File: config.mk
export PLATFORM = sky130hd
export DESIGN_NAME = addsub_pipe_flat
export DESIGN_NICKNAME = d
export VERILOG_FILES = /design/src/rtl/addsub_pipe_if.sv /design/src/rtl/addsub_pipe.sv /design/src/flat_wrapper.sv
export SDC_FILE = /design/constraint.sdc
export NUM_CORES = 1
export LEC_CHECK = 0
export ABC_AREA = 1
export BUFFER_PORTS_ARGS = -buffer_cell sky130_fd_sc_hd__buf_2
export CAP_MARGIN = 0
export CORE_MARGIN = 2
export CORE_UTILIZATION = 52
export DETAILED_ROUTE_END_ITERATION = 12
export PLACE_DENSITY = 0.76
export SLEW_MARGIN = 0
export SYNTH_ARGS = -nofsm -noshare
export SYNTH_HDL_FRONTEND = slang
export SYNTH_SLANG_ARGS = --single-unit
File: constraint.sdc
create_clock -name clk -period 2.35 [get_ports clk]
set_input_delay 0.47 -clock clk [delete_from_list [all_inputs] [get_ports clk]]
set_output_delay 0.47 -clock clk [all_outputs]
set_load 0.03 [all_outputs]
File: src/rtl/addsub_pipe_if.sv
// Stream interface for addsub_pipe: operation request, result/flags response,
// and the overflow-event counter with its clear.
interface addsub_pipe_if #(
    parameter int WIDTH = 32,
    parameter int TAG_W = 4,
    parameter int CNT_W = 16
);
    logic             in_valid;
    logic             in_ready;
    logic [WIDTH-1:0] a;
    logic [WIDTH-1:0] b;
    logic [1:0]       aluc;
    logic [TAG_W-1:0] in_tag;
    logic             out_valid;
    logic             out_ready;
    logic [WIDTH-1:0] result;
    logic             zero;
    logic             carry;
    logic             negative;
    logic             overflow;
    logic [TAG_W-1:0] out_tag;
    logic [CNT_W-1:0] ovf_count;
    logic             ovf_clr;

    modport master (
        output in_valid, a, b, aluc, in_tag, out_ready, ovf_clr,
        input  in_ready, out_valid, result, zero, carry, negative, overflow,
               out_tag, ovf_count
    );

    modport slave (
        input  in_valid, a, b, aluc, in_tag, out_ready, ovf_clr,
        output in_ready, out_valid, result, zero, carry, negative, overflow,
               out_tag, ovf_count
    );
endinterface

File: src/rtl/addsub_pipe.sv
// Pipelined add/sub: the carry chain is cut into SEGS registered segments of
// WIDTH/SEGS bits, with a bubble-collapsing valid/ready stream.
// Optional feature: define ADDSUB_SATURATE_EN to saturate out-of-range results
// (otherwise signed overflow forces 0 and unsigned results wrap).
module addsub_pipe #(
    parameter int WIDTH = 32,
    parameter int SEGS  = 4,
    parameter int TAG_W = 4,
    parameter int CNT_W = 16
) (
    input  logic          clk,
    input  logic          rst,
    addsub_pipe_if.slave  io
);
    localparam int S = WIDTH / SEGS;
    localparam int L = SEGS - 1;

    // Everything that travels with an operation between segments.
    typedef struct packed {
        logic [WIDTH-1:0] a;
        logic [WIDTH-1:0] b;
        logic [WIDTH-1:0] sum;   // low result bits accumulated so far
        logic [1:0]       aluc;
        logic [TAG_W-1:0] tag;
        logic             cy;    // carry into the next segment
    } stage_t;

    stage_t [SEGS-1:0] stg_q;
    stage_t [SEGS-1:0] stg_d;
    logic   [SEGS-1:0] vld_pipe;
    logic   [SEGS-1:0] src_v;
    logic   [SEGS-1:0] adv;
    logic   [SEGS-1:0] acc;

    logic [WIDTH-1:0] res_d;
    logic             carry_d, zero_d, neg_d, ovf_d;
    logic             carry_q, zero_q, neg_q, ovf_q;
    logic [CNT_W-1:0] ovf_cnt;

    // Per-segment add: stage k adds bits [k*S +: S] of the operation it takes in.
    always_comb begin
        stage_t         src;
        logic [S-1:0]   bseg;
        logic [S:0]     seg;
        src   = '0;
        bseg  = '0;
        seg   = '0;
        stg_d = '0;
        src_v = '0;
        for (int k = 0; k < SEGS; k++) begin
            if (k == 0) begin
                src.a    = io.a;
                src.b    = io.b;
                src.sum  = '0;
                src.aluc = io.aluc;
                src.tag  = io.in_tag;
                src.cy   = io.aluc[0];      // +1 of A + ~B + 1 for subtraction
                src_v[k] = io.in_valid;
            end else begin
                src      = stg_q[(k == 0) ? 0 : k - 1];
                src_v[k] = vld_pipe[(k == 0) ? 0 : k - 1];
            end
            bseg = src.aluc[0] ? ~src.b[k*S +: S] : src.b[k*S +: S];
            seg  = {1'b0, src.a[k*S +: S]} + {1'b0, bseg} + {{S{1'b0}}, src.cy};
            stg_d[k]                = src;
            stg_d[k].sum[k*S +: S]  = seg[S-1:0];
            stg_d[k].cy             = seg[S];
        end
    end

    // Final-segment flags and out-of-range handling of the full result.
    always_comb begin
        logic [1:0]       md;
        logic             am, bm, c;
        logic [WIDTH-1:0] r;
        md      = stg_d[L].aluc;
        am      = stg_d[L].a[WIDTH-1];
        bm      = stg_d[L].b[WIDTH-1];
        c       = stg_d[L].cy;
        r       = stg_d[L].sum;
        ovf_d   = md[1] && (md[0] ? (am != bm) : (am == bm)) && (r[WIDTH-1] != am);
        carry_d = md[1] ? 1'b0 : (md[0] ? ~c : c);
        res_d   = r;
`ifdef ADDSUB_SATURATE_EN
        if (ovf_d)
            res_d = am ? {1'b1, {(WIDTH-1){1'b0}}} : {1'b0, {(WIDTH-1){1'b1}}};
        else if (carry_d)               // carry_d is only ever set in unsigned modes
            res_d = md[0] ? '0 : '1;
`else
        if (ovf_d)
            res_d = '0;
`endif
        zero_d = (res_d == '0);
        neg_d  = md[1] & res_d[WIDTH-1];
    end

    // Backpressure: a stage moves on if its successor is empty or moving too.
    always_comb begin
        adv    = '0;
        adv[L] = vld_pipe[L] && io.out_ready;
        for (int k = SEGS - 2; k >= 0; k--)
            adv[k] = vld_pipe[k] && (!vld_pipe[k+1] || adv[k+1]);
        acc = ~vld_pipe | adv;
    end

    // Stage registers, output register and overflow-event counter.
    always_ff @(posedge clk) begin
        if (rst) begin
            vld_pipe <= '0;
            stg_q    <= '0;
            carry_q  <= 1'b0;
            zero_q   <= 1'b0;
            neg_q    <= 1'b0;
            ovf_q    <= 1'b0;
            ovf_cnt  <= '0;
        end else begin
            for (int k = 0; k < SEGS; k++) begin
                if (acc[k]) begin
                    vld_pipe[k] <= src_v[k];
                    if (src_v[k])
                        stg_q[k] <= stg_d[k];
                end
            end
            if (acc[L] && src_v[L]) begin
                stg_q[L].sum <= res_d;
                carry_q      <= carry_d;
                zero_q       <= zero_d;
                neg_q        <= neg_d;
                ovf_q        <= ovf_d;
            end
            if (io.ovf_clr)
                ovf_cnt <= '0;
            else if (adv[L] && ovf_q && !(&ovf_cnt))
                ovf_cnt <= ovf_cnt + CNT_W'(1);
        end
    end

    assign io.in_ready  = acc[0];
    assign io.out_valid = vld_pipe[L];
    assign io.result    = stg_q[L].sum;
    assign io.out_tag   = stg_q[L].tag;
    assign io.carry     = carry_q;
    assign io.zero      = zero_q;
    assign io.negative  = neg_q;
    assign io.overflow  = ovf_q;
    assign io.ovf_count = ovf_cnt;

    // Operands, mode and carry are no longer needed once the result is out.
    logic unused_tail;
    assign unused_tail = ^{stg_q[L].a, stg_q[L].b, stg_q[L].aluc, stg_q[L].cy};
endmodule

File: src/flat_wrapper.sv
// flat-port wrapper written by rule: the top's interface ports become plain ports
module addsub_pipe_flat 
#(
    parameter int WIDTH = 32,
    parameter int SEGS  = 4,
    parameter int TAG_W = 4,
    parameter int CNT_W = 16
)
  (clk, rst, io_in_valid, io_a, io_b, io_aluc, io_in_tag, io_out_ready, io_ovf_clr, io_in_ready, io_out_valid, io_result, io_zero, io_carry, io_negative, io_overflow, io_out_tag, io_ovf_count);
  addsub_pipe_if #(.WIDTH(WIDTH), .TAG_W(TAG_W), .CNT_W(CNT_W)) io_i ();
  input  logic clk;
  input  logic rst;
  input wire logic [$bits(io_i.in_valid)-1:0] io_in_valid;
  input wire logic [$bits(io_i.a)-1:0] io_a;
  input wire logic [$bits(io_i.b)-1:0] io_b;
  input wire logic [$bits(io_i.aluc)-1:0] io_aluc;
  input wire logic [$bits(io_i.in_tag)-1:0] io_in_tag;
  input wire logic [$bits(io_i.out_ready)-1:0] io_out_ready;
  input wire logic [$bits(io_i.ovf_clr)-1:0] io_ovf_clr;
  output wire logic [$bits(io_i.in_ready)-1:0] io_in_ready;
  output wire logic [$bits(io_i.out_valid)-1:0] io_out_valid;
  output wire logic [$bits(io_i.result)-1:0] io_result;
  output wire logic [$bits(io_i.zero)-1:0] io_zero;
  output wire logic [$bits(io_i.carry)-1:0] io_carry;
  output wire logic [$bits(io_i.negative)-1:0] io_negative;
  output wire logic [$bits(io_i.overflow)-1:0] io_overflow;
  output wire logic [$bits(io_i.out_tag)-1:0] io_out_tag;
  output wire logic [$bits(io_i.ovf_count)-1:0] io_ovf_count;
  assign io_i.in_valid = io_in_valid;
  assign io_i.a = io_a;
  assign io_i.b = io_b;
  assign io_i.aluc = io_aluc;
  assign io_i.in_tag = io_in_tag;
  assign io_i.out_ready = io_out_ready;
  assign io_i.ovf_clr = io_ovf_clr;
  assign io_in_ready = io_i.in_ready;
  assign io_out_valid = io_i.out_valid;
  assign io_result = io_i.result;
  assign io_zero = io_i.zero;
  assign io_carry = io_i.carry;
  assign io_negative = io_i.negative;
  assign io_overflow = io_i.overflow;
  assign io_out_tag = io_i.out_tag;
  assign io_ovf_count = io_i.ovf_count;
  addsub_pipe #(.WIDTH(WIDTH), .SEGS(SEGS), .TAG_W(TAG_W), .CNT_W(CNT_W)) u_core (.clk(clk), .rst(rst), .io(io_i));
endmodule
==> impl_metrics.yaml <==
critical_path:
  critical_path.max_stage_delay_ns: 0.38
  timing.rr.start: "u_core.stg_d[314]"
  rr_endpoint: "u_core.io.zero"
  critPathArrivalTime_ns: 2.84
  critPathLaunchType: "flop"
  crit_top_cell: "nand2_1"
  worstPathCellList: "xor2_2, fa_2, inv_2, fa_2, inv_2, nand4_1, o211ai_1, buf_4, inv_1, nand2_1, nand2_1, inv_1, o21ai_1, nand3_1, nor2_1, nand2_1, a21oi_2"
  crit_path_top_delay_cell: "dfxtp_4"
  reg2reg_slack_ns: -0.04
  cp-startpoint: "u_core.stg_d[314]"
  crit_buf_inv: 5
  cp.depth: 17
  required_ns: 2.80
  path_class: "reg -> reg"
  crit_path_end_kind: "flop"
  reg2regPathDepth: 17
  crit_fanout: 7
  crit_end: "u_core.io.zero"
  crit_family: "adder cells"
drt:
  wl_per_cell_um: 13.52
  wl_met2_um: 9740
  ant_nets: 0
  top_layer: "met4"
  num_vias: 8451
  drt_iter0_markers: 446
  drc_errors: 0
  drt-vias-per-instance: 5.185
  route.met3.wl_um: 1136
  routed_wl_um: 22040
  firstDrtPassIters: 6
  wl_met1_um: 10640
sta:
  finalClockSkew_ns: 0.01143
  timing.hold.ws_ns: 0.1783
  worstMarginPinSlew_ns: 0.5173
  slew_violations: 0
  slew-limit-headroom_pct: 65.51
  setup_ws_ns: -0.04026
  hold_violations: 0
  fmax_ghz: 0.4184
  period_share_pct: 101.7
  setup-violations-final: 1
  rsz0062_at_grt: "true"
  fin_crit_ns: 2.390
yosys:
  synthFlopType: "dfxtp_1"
  synth_area_leaders: "dfxtp_1 (45%), nor2_1 (12%), o21ai_0 (10%)"
  syn_nets: 1404
  synth_edf_count: 0
  synthesis.area_um2: 9988
  yosysMostFrequentCell: "nor2_1"
  synth_warnings: 0
  yosysSeqAreaShare_pct: 45.10
  synth.distinct_cells: 45
  yosysTopAreaCell: "dfxtp_1"
  synth-seq-cells: 225
  synthCells: 1292
  synthTopCellsByCount: "nor2_1 (309), dfxtp_1 (225), o21ai_0 (208)"
  synth.avg_cell_area_um2: 7.731
  synth_top_area_share_pct: 45.10
  async_reset_ff_share_pct: 0
pwr:
  peakVddDrop_v: 0.0005167
  switchingPower_mw: 2.286
  sequentialPowerShare_pct: 46.5
  power.internal_mw: 6.670
  power.density_nw_per_um2: 771.9
  leakagePower_nw: 5.336
  switching_share_pct: 25.53
  clock_power_share_pct: 40.5
  power_frac_comb_pct: 13.0
clock_tree:
  cts_max_level: 1
  clock_path_buffers: 3
  clkTransAtPathRegs_ns: 0.06
  cts_root_buf: "clkbuf_16"
  cts-buffers-inserted: 24
  cts_tree: "built"
  cts.sinks: 225
  ctsHoldBuffers: 0
  clkLatencyLatePin_ns: 0.52
placement:
  gp_congestion: 0.8551
  place_ws_ns: -0.1680
  dpl.hpwl_um: 15180
  port-buffer-count: 132
grt:
  grt_antenna_before_repair: 0
  grt_max_degree: 53
  grt_pass1_vias: 7735
  grt_usage_pct: 21.17
  grt_overflow: 0
  grt_pass1_wl_um: 36000
floorplan:
  die_h_um: 142.6
  die_x_um: 142.6
  row_count: 50
  floorplan.initialDensity_pct: 53.22
  dieArea_um2: 20330
  io_pins: 133
  core_um2: 18770
finish:
  layout-area-overhead-vs-synth_pct: 16.16
  fillers: 1679
  drive_gt1_share_pct: 18.41
  antenna_cells: 0
  layout.nets: 1495
  fin_util_pct: 61.82
run_status:
  status: "finished, violations left"
  violations: "negative setup slack"
min_path:
  holdCritPathClass: "in -> reg"
flow_run:
  maxCapViolCount: 0
how the worst min path moves through the flow:
stage	from	endpoint	slack [ns]	cells after the start
floorplan	u_core.stg_d[228]	u_core.stg_d[331]	0.43	2
global placement	u_core.stg_d[117]	u_core.stg_d[220]	0.45	2
detailed placement	u_core.io.result[2]	u_core.io.result[2]	0.45	2
CTS	io_a[22]	u_core.stg_d[196]	0.17	3
global route	io_b[11]	u_core.stg_d[153]	0.18	3
finish	io_b[13]	u_core.stg_d[155]	0.18	3
per-stage QoR:
stage	cells	total power [mW]	TNS (ns)	instance area, µm²
after floorplan	1292	5.031	0	9991
after global placement	1583	5.321	-0.09148	10680
after detailed placement	1583	5.357	-0.3409	10680
after CTS	1622	8.978	0	11470
after global routing	1630	9.335	-0.6203	11600
final	1630	8.956	-0.04026	11600
placed cells by master (no fill, tap or decap), types with 3 or more instances in the layout:
master,instances
nor2_1,307
dfxtp_1,224
o21ai_0,203
buf_2,131
nand2_1,98
a21oi_1,88
inv_1,74
xor2_1,38
buf_4,32
ha_1,30
clkbuf_16,25
nand3_1,17
o21ai_1,13
inv_2,9
xnor2_1,9
clkbuf_8,8
o41ai_1,6
a21oi_2,6
buf_12,6
o211ai_1,5
nor2_4,5
fa_1,5
nand2_2,4
nand4_1,4
nand2_4,3
a31oi_1,3
nor3_1,3
nor2_2,3
xnor2_2,3
power groups by stage:
stage          Sequential [mW]  Combinational [mW]  Clock [mW]
4_1_cts                   4.16                1.14        3.68
3_3_place_gp              4.23                1.09           0
2_1_floorplan             4.19               0.836           0
6_report                  4.16                1.16        3.63
3_5_place_dp              4.24                1.12           0
5_1_grt                   4.18                1.32        3.84
tightest hold or removal path, stage by stage:
cell and delay, ns:
buf_2 0.07, nor2_1 0.03, nor2_1 0.08
registers in the layout (all words and copies together), names as in the netlist:
| signal | cells |
|---|---|
| u_core.io.ovf_count | 16 |
| u_core.io.out_tag | 4 |
| u_core.io.zero | 1 |
| u_core.io.carry | 1 |
| u_core.io.result | 32 |
| u_core.stg_q | 3 |
| u_core.vld_pipe | 4 |
| u_core.io.overflow | 1 |
| u_core.io.negative | 1 |
| u_core.stg_d | 162 |
metal layers:
layer / vias up / track usage, %
li1: 4349 / -
met4: 0 / 5.576
met3: 40 / 2.658
met1: 3826 / 30.39
met5: - / 0
met2: 236 / 33.81
area by class of cell:
cell class              instances  area [µm²]  area share (%)
flip-flops and latches        225        4508           38.85
repair buffers                170        1027           8.854
multi-input cells             877        4677           40.31
clock buffers                  35       743.2           6.406
well taps                     234       292.8           2.523
inverters                      85       326.6           2.815
clock inverters                 4       27.53          0.2372
cell families after synthesis:
logic type	after synthesis	synth area share [%]
DFF	225	45.10
and+or+nand+nor	454	18.64
xor gates and xnor gates	51	4.547
AOI/OAI and AO/OA	334	17.46
buffers and inverters	191	9.094
adders and majority gates	37	5.161
timing repair:
action | 4_1_cts | 5_1_grt
buffers inserted | 0 | 7
gates resized for setup | 7 | 22
endpoints found under the setup margin | 7 | 29
gates cloned | 0 | 1
pin swaps | 0 | 9
endpoints found under the hold margin | 0 | 0
(Power assumes the default switching activity.)
